==> src/rtl/boa_cache_line_ctl.sv <==
// Cache line controller: optional writeback of one line from the data RAM to
// external memory, then an optional fill of one line from external memory.
//   IDLE  | waiting for a command, cmd_ready high
//   WB_RD | data RAM read of word idx for writeback
//   WB_XM | external write of the buffered word, waits for xm_ready
//   FILL  | external read of word idx, written straight into the data RAM
//   DONE  | one-cycle completion pulse
module boa_cache_line_ctl #(
  parameter int alen      = 24,
  parameter int line_size = 16,
  localparam int iw       = $clog2(line_size),
  localparam int lgrain   = iw + 2
) (
  input  logic                 clk,
  input  logic                 rst,
  input  logic                 cmd_valid,
  output logic                 cmd_ready,
  input  logic                 cmd_evict,
  input  logic                 cmd_fill,
  input  logic [alen-1:lgrain] cmd_evict_addr,
  input  logic [alen-1:lgrain] cmd_fill_addr,
  output logic                 busy,
  output logic                 done,
  output logic [iw-1:0]        dr_addr,
  output logic                 dr_we,
  output logic [31:0]          dr_wdata,
  input  logic [31:0]          dr_rdata,
  output logic                 xm_re,
  output logic [3:0]           xm_we,
  output logic [alen-1:2]      xm_addr,
  output logic [31:0]          xm_wdata,
  input  logic [31:0]          xm_rdata,
  input  logic                 xm_ready
);

  typedef enum logic [2:0] {
    IDLE  = 3'd0,
    WB_RD = 3'd1,
    WB_XM = 3'd2,
    FILL  = 3'd3,
    DONE  = 3'd4
  } state_t;

  localparam logic [iw-1:0] idx_last = iw'(line_size - 1);
  localparam logic [iw-1:0] idx_one  = iw'(1);

  state_t                 state_q, state_d;
  logic [iw-1:0]          idx_q, idx_d;
  logic [31:0]            wbuf_q, wbuf_d;
  logic [alen-1:lgrain]   evict_addr_q, evict_addr_d;
  logic [alen-1:lgrain]   fill_addr_q, fill_addr_d;
  logic                   evict_q, evict_d;
  logic                   fill_q, fill_d;

  always_comb begin
    state_d      = state_q;
    idx_d        = idx_q;
    wbuf_d       = wbuf_q;
    evict_addr_d = evict_addr_q;
    fill_addr_d  = fill_addr_q;
    evict_d      = evict_q;
    fill_d       = fill_q;
    case (state_q)
      IDLE: begin
        if (cmd_valid) begin
          evict_addr_d = cmd_evict_addr;
          fill_addr_d  = cmd_fill_addr;
          evict_d      = cmd_evict;
          fill_d       = cmd_fill;
          idx_d        = '0;
          if (cmd_evict)     state_d = WB_RD;
          else if (cmd_fill) state_d = FILL;
          else               state_d = DONE;
        end
      end
      WB_RD: begin
        // RAM word is captured here so xm_wdata cannot move during a stall
        wbuf_d  = dr_rdata;
        state_d = WB_XM;
      end
      WB_XM: begin
        if (xm_ready) begin
          if (idx_q == idx_last) begin
            idx_d   = '0;
            state_d = fill_q ? FILL : DONE;
          end else begin
            idx_d   = idx_q + idx_one;
            state_d = WB_RD;
          end
        end
      end
      FILL: begin
        if (xm_ready) begin
          if (idx_q == idx_last) begin
            idx_d   = '0;
            state_d = DONE;
          end else begin
            idx_d   = idx_q + idx_one;
          end
        end
      end
      DONE:    state_d = IDLE;
      default: state_d = IDLE;
    endcase
  end

  always_ff @(posedge clk or negedge rst) begin
    if (!rst) begin
      state_q      <= IDLE;
      idx_q        <= '0;
      wbuf_q       <= '0;
      evict_addr_q <= '0;
      fill_addr_q  <= '0;
      evict_q      <= 1'b0;
      fill_q       <= 1'b0;
    end else begin
      state_q      <= state_d;
      idx_q        <= idx_d;
      wbuf_q       <= wbuf_d;
      evict_addr_q <= evict_addr_d;
      fill_addr_q  <= fill_addr_d;
      evict_q      <= evict_d;
      fill_q       <= fill_d;
    end
  end

  // Strobes depend on the state flops (and xm_ready for dr_we) only.
  assign cmd_ready = (state_q == IDLE);
  assign busy      = (state_q != IDLE);
  assign done      = (state_q == DONE);
  assign xm_re     = (state_q == FILL);
  assign xm_we     = (state_q == WB_XM) ? 4'hF : 4'h0;
  assign dr_we     = (state_q == FILL) && xm_ready;
  assign dr_addr   = idx_q;
  assign dr_wdata  = xm_rdata;
  assign xm_wdata  = wbuf_q;
  assign xm_addr   = (state_q == FILL) ? {fill_addr_q, idx_q} : {evict_addr_q, idx_q};

endmodule
==> config.mk <==
export PLATFORM = sky130hd
export DESIGN_NAME = boa_cache_line_ctl
export DESIGN_NICKNAME = d
export VERILOG_FILES = /design/src/rtl/boa_cache_line_ctl.sv
export SDC_FILE = /design/constraint.sdc
export NUM_CORES = 1
export LEC_CHECK = 0
export ABC_AREA = 1
export BUFFER_PORTS_ARGS = -buffer_cell sky130_fd_sc_hd__buf_4
export CORE_AREA = 4 4 116 118
export CTS_CLUSTER_SIZE = 25
export DETAILED_ROUTE_END_ITERATION = 16
export DIE_AREA = 0 0 120 122
export PLACE_DENSITY_LB_ADDON = 0.05
export SKIP_LAST_GASP = 1
export SLEW_MARGIN = 15
export SYNTH_ARGS = -nofsm -noshare
export SYNTH_HDL_FRONTEND = slang
export SYNTH_SLANG_ARGS = --single-unit
==> constraint.sdc <==
create_clock -name clk -period 1.3 [get_ports clk]
set_input_delay 0.26 -clock clk [delete_from_list [all_inputs] [get_ports clk]]
set_output_delay 0.26 -clock clk [all_outputs]
set_load 0.03 [all_outputs]
# Word-level counts from Yosys, hierarchy flattened
# Cells that the tools add are included.
[op_classes]
addsub = 1
n_eq_ne = 10
mux = 15
n_reduce_logical = 8
[op_table]
columns = ["op", "n"]
rows = [
  ["$mux 3", 8],
  ["$mux 22", 1],
  ["$mux 4", 4],
  ["$pmux 3 s4", 1],
  ["$pmux 4 s2", 1],
  ["$eq 3x2->1 const B", 2],
  ["$ne 2x1->1 const B", 3],
  ["$add 4x1->4 const B", 1],
  ["$eq 4x4->1 const B", 1],
  ["$ne 2x2->1 const B", 2],
  ["$reduce_and 4->1", 1],
  ["$eq 3x1->1 const B", 1],
  ["$eq 3x3->1 const B", 1],
  ["$logic_not 3->1", 1],
  ["$reduce_and 3->1", 1],
  ["$reduce_bool 3->1", 1],
  ["$reduce_and 2->1", 1],
  ["$reduce_bool 2->1", 1],
  ["$reduce_or 2->1", 1],
  ["$logic_and 1x1->1", 1],
]
[word_totals]
regBits = 76
in_bits = 106
output_inout_bits = 99
word_cells = 40

# Longest topological paths before layout
[logic_depth]
word_depth = 4
ltp_mapped = 8
mapped_depth_nobuf = 8

# Worst setup path before layout
# OpenSTA, ideal clock, no wires.
[synth_path]
kind = "flip-flop to output port"
from = "reg state_q[2]"
to = "out xm_addr[15] in the netlist's numbering"
t_arrival_ns = 1.518
t_required_ns = 1.040
path_slack_ns = -0.478
stages_incl_launch_ff = 5
n_path_buf = 1
path_cell_list = "dfrtp_1 -> inv_2 -> nand3_2 -> clkbuf_1 -> o21ai_0"
[synth_between]
elab_chain_len = 2
[synth_rtl]
columns = ["element", "line_no", "text"]
rows = [
  ["start: declaration", "47", "state_t state_q, state_d;"],
  ["start signal: assignment", "117", "state_q <= state_d;"],
  ["$eq 3x2->1", "137", "assign xm_addr = (state_q == FILL) ? {fill_addr_q, idx_q} : {evict_addr_q, idx_q};"],
  ["$mux 22", "137", ""],
  ["end: declaration", "30", "output logic [alen-1:2] xm_addr,"],
]
# Every way passes these cells.

# Worst setup path in the final report
[layout_path]
from = "reg state_q[2]"
to = "out xm_we[0]"
[layout_between]
elab_chain_len = 2
[layout_rtl]
columns = ["element", "line_no", "text"]
rows = [
  ["$eq 3x2->1", "132", "assign xm_we = (state_q == WB_XM) ? 4'hF : 4'h0;"],
  ["$mux 4", "132", ""],
  ["end: declaration", "29", "output logic [3:0] xm_we,"],
]
# Every way passes these cells.

==> results.cfg <==
[global_route]
grt-ovfl-total = 0
grt_usage_pct = 13.6
grt_pass1_vias = 3117
grt_max_degree = 77
grt_pass1_wl_um = 15700
antenna_found_initial = 0

[synth]
synth_area_um2 = 3650
synth_commonest_cells = nand2_1, dfrtp_1, inv_1, buf_4, o21ai_0
synth_seq_area_share_pct = 52.1
synth-seq-cells = 76
synth.largest_area_cell = dfrtp_1
yosysMostFrequentCell = nand2_1
synth_edf_count = 0
synth_top_area_share_pct = 52.1
yosysWarnings = 0
syn_inst = 445
synth_ff_type = dfrtp_1
avgSynthCellArea_um2 = 8.20
synthTopCellsByArea = dfrtp_1, nand2_1, buf_4, inv_1, o21ai_0
synth_async_sr_flop_share_pct = 100
syn_nets = 552
ys_types = 21

[timing]
period_share_pct = 132
finalSetupViolations = 94
max-slew-margin-rel_pct = 72.1
period_needed_ps = 1720
whs_ps = 122
finalHoldViolations = 0
rsz0062_at_grt = true
max_freq_mhz = 582
tns_ps = -18760
worst_slack_ps = -418
drv_slew = 0
worst_slew_pin_slew_ps = 418
skew_ps = 4.74

[clock_tree]
clockBufferDepth = 2
insertion_delay_ps = 330
clock-root-buffer = clkbuf_16
clkTransAtPathRegs_ps = 50
cts_max_level = 3
clkSinkCount = 76
cts_buffers = 9
cts_tree = done

[setup_path]
worstPathArrival_ps = 1460
crit_end = xm_we[0]
path_cells = inv_4 -> buf_4 -> nand2_2 -> nor2_4 -> buf_6
worstPathRequired_ps = 1040
critical_path.slowest_cell = dfrtp_1
r2r_slack_ps = -240
cpPeakStageDelay_ps = 400
worstSetupStartpoint = state_q[2]
reg2reg_depth = 7
r2r_start = state_q[1]
crit_path_start_kind = flop
worstSetupEndpointType = output port
r2r-end = fill_addr_q[8]
path_class = flop to output port
worstPathMaxFanout = 9

[routing]
drt_pass1_iterations = 4
postRouteAntennaNets = 0
avgViaCountPerCell = 4.26
post_drt_wl_per_cell_um = 13.9
num_vias = 3228
drt-initial-drc-count = 96
drt-total-wl_um = 10500
drc_errors = 0

[pwr]
vdd_drop_max_uv = 1230
p_leak_nw = 2.99
p_total_mw = 16.7
powerDensity_nw_per_um2 = 2910

[finish]
antenna_cells = 0
n_fill_cell = 1237
drive_above_1_share_pct = 41.2
final_nets = 688
area_delta_synth_final_pct = 57.0
final_cell_area_um2 = 5730
regArea_um2 = 1910
multiInputGateArea_um2 = 1430
instances_no_fill = 757

[placement]
placed_area_um2 = 5050
dp_hpwl_um = 6800
placed_cells = 723
io_buffer_count = 140
gp_congestion = 0.768

[outcome]
violations = setup timing
status = complete, but fails checks

[job]
cap_viol_max_count = 0

[floorplanning]
die_h_um = 122
io_pins = 205
core_area_um2 = 12500
row_count = 41
start_util_pct = 29.3
die_w_um = 120
dieArea_um2 = 14600

[hold_path]
hold_class = input pin to flop
==> worst max-delay path: cells and delay by family (launching register included) <==
family	cells	cell delay (ps)
buffers and inverters	3	440
DFF	1	400
and+or+nand+nor	2	280
==> layer usage <==
| metal | vias up | part of all wire [%] | global-route usage, % |
|---|---|---|---|
| met5 | - | 0 | 0 |
| met4 | 0 | 1.6 | 6.08 |
| met3 | 18 | 9.1 | 5.85 |
| met2 | 127 | 46 | 20.1 |
| met1 | 1473 | 43 | 17.3 |
| li1 | 1610 | - | - |
==> power breakdown <==
group	internal, mW	total [mW]	switching [mW]
clock	1.53	2.47	0.943
combinational	4.23	10.1	5.85
sequential	3.52	4.13	0.615
==> cell type report <==
cell class	instances	area share (%)
well taps	172	3.76
repair buffers	181	28.7
inverters	63	4.31
clock buffers	13	4.37
flip-flops and latches	76	33.3
clock inverters	2	0.612
multi-input cells	250	24.9
==> layout by cell type, fill, tap and decap left out, types with 3 or more instances in the layout <==
cell and count:
o21ai_4 18, o21ai_0 21, a21oi_1 4, nand2_1 135
clkbuf_1 3, buf_4 149, inv_1 59, nor2_4 4
nand2_2 5, nor2_1 6, nand3_4 3, dfrtp_2 3
dfrtp_1 73, buf_6 17, clkbuf_16 13, buf_12 8
nand2_4 6, o21ai_1 33, nand3_1 8
==> state kept, by name, summed over array words and instances (netlist names) <==
name	count
evict_addr_q	18
xm_wdata	32
fill_addr_q	18
state_q	3
dr_addr	4
fill_q	1
==> worst min path at each step <==
stage,from,cells past startpoint,endpoint,slack [ps]
floorplan,rst,0,dr_addr[0],-40
global placement,rst,2,dr_addr[3],330
detailed placement,rst,2,dr_addr[3],330
CTS,cmd_evict_addr[7],3,evict_addr_q[7],110
global route,cmd_evict_addr[10],3,evict_addr_q[10],120
finish,cmd_evict_addr[7],3,evict_addr_q[7],120
==> metrics by stage <==
step | setup slack (ps) | utilization, %
global route | -509 | 45.9
finish | -418 | 45.9
detailed placement | -84.4 | 40.5
global placement | -80.5 | 40.5
CTS | -452 | 44.1
floorplan | -129 | -
==> what timing repair did <==
action	CTS	global route
hold buffers	1	0
endpoints found under the setup margin	74	107
gates cloned	2	8
pin swaps	2	1
endpoints found under the hold margin	76	0
resized for setup	19	8
setup buffers	3	5
==> kinds of logic (layout without fill, tap and decap cells) <==
family	count (synthesis)	in the layout	synth area share, %
DFF	76	76	52.1
AOI/OAI and AO/OA	77	77	10.6
and+or+nand+nor	171	172	19.2
adders and majority gates	1	1	0.343
buffers and inverters	120	259	17.8
Power figures use the tool's default switching activity.
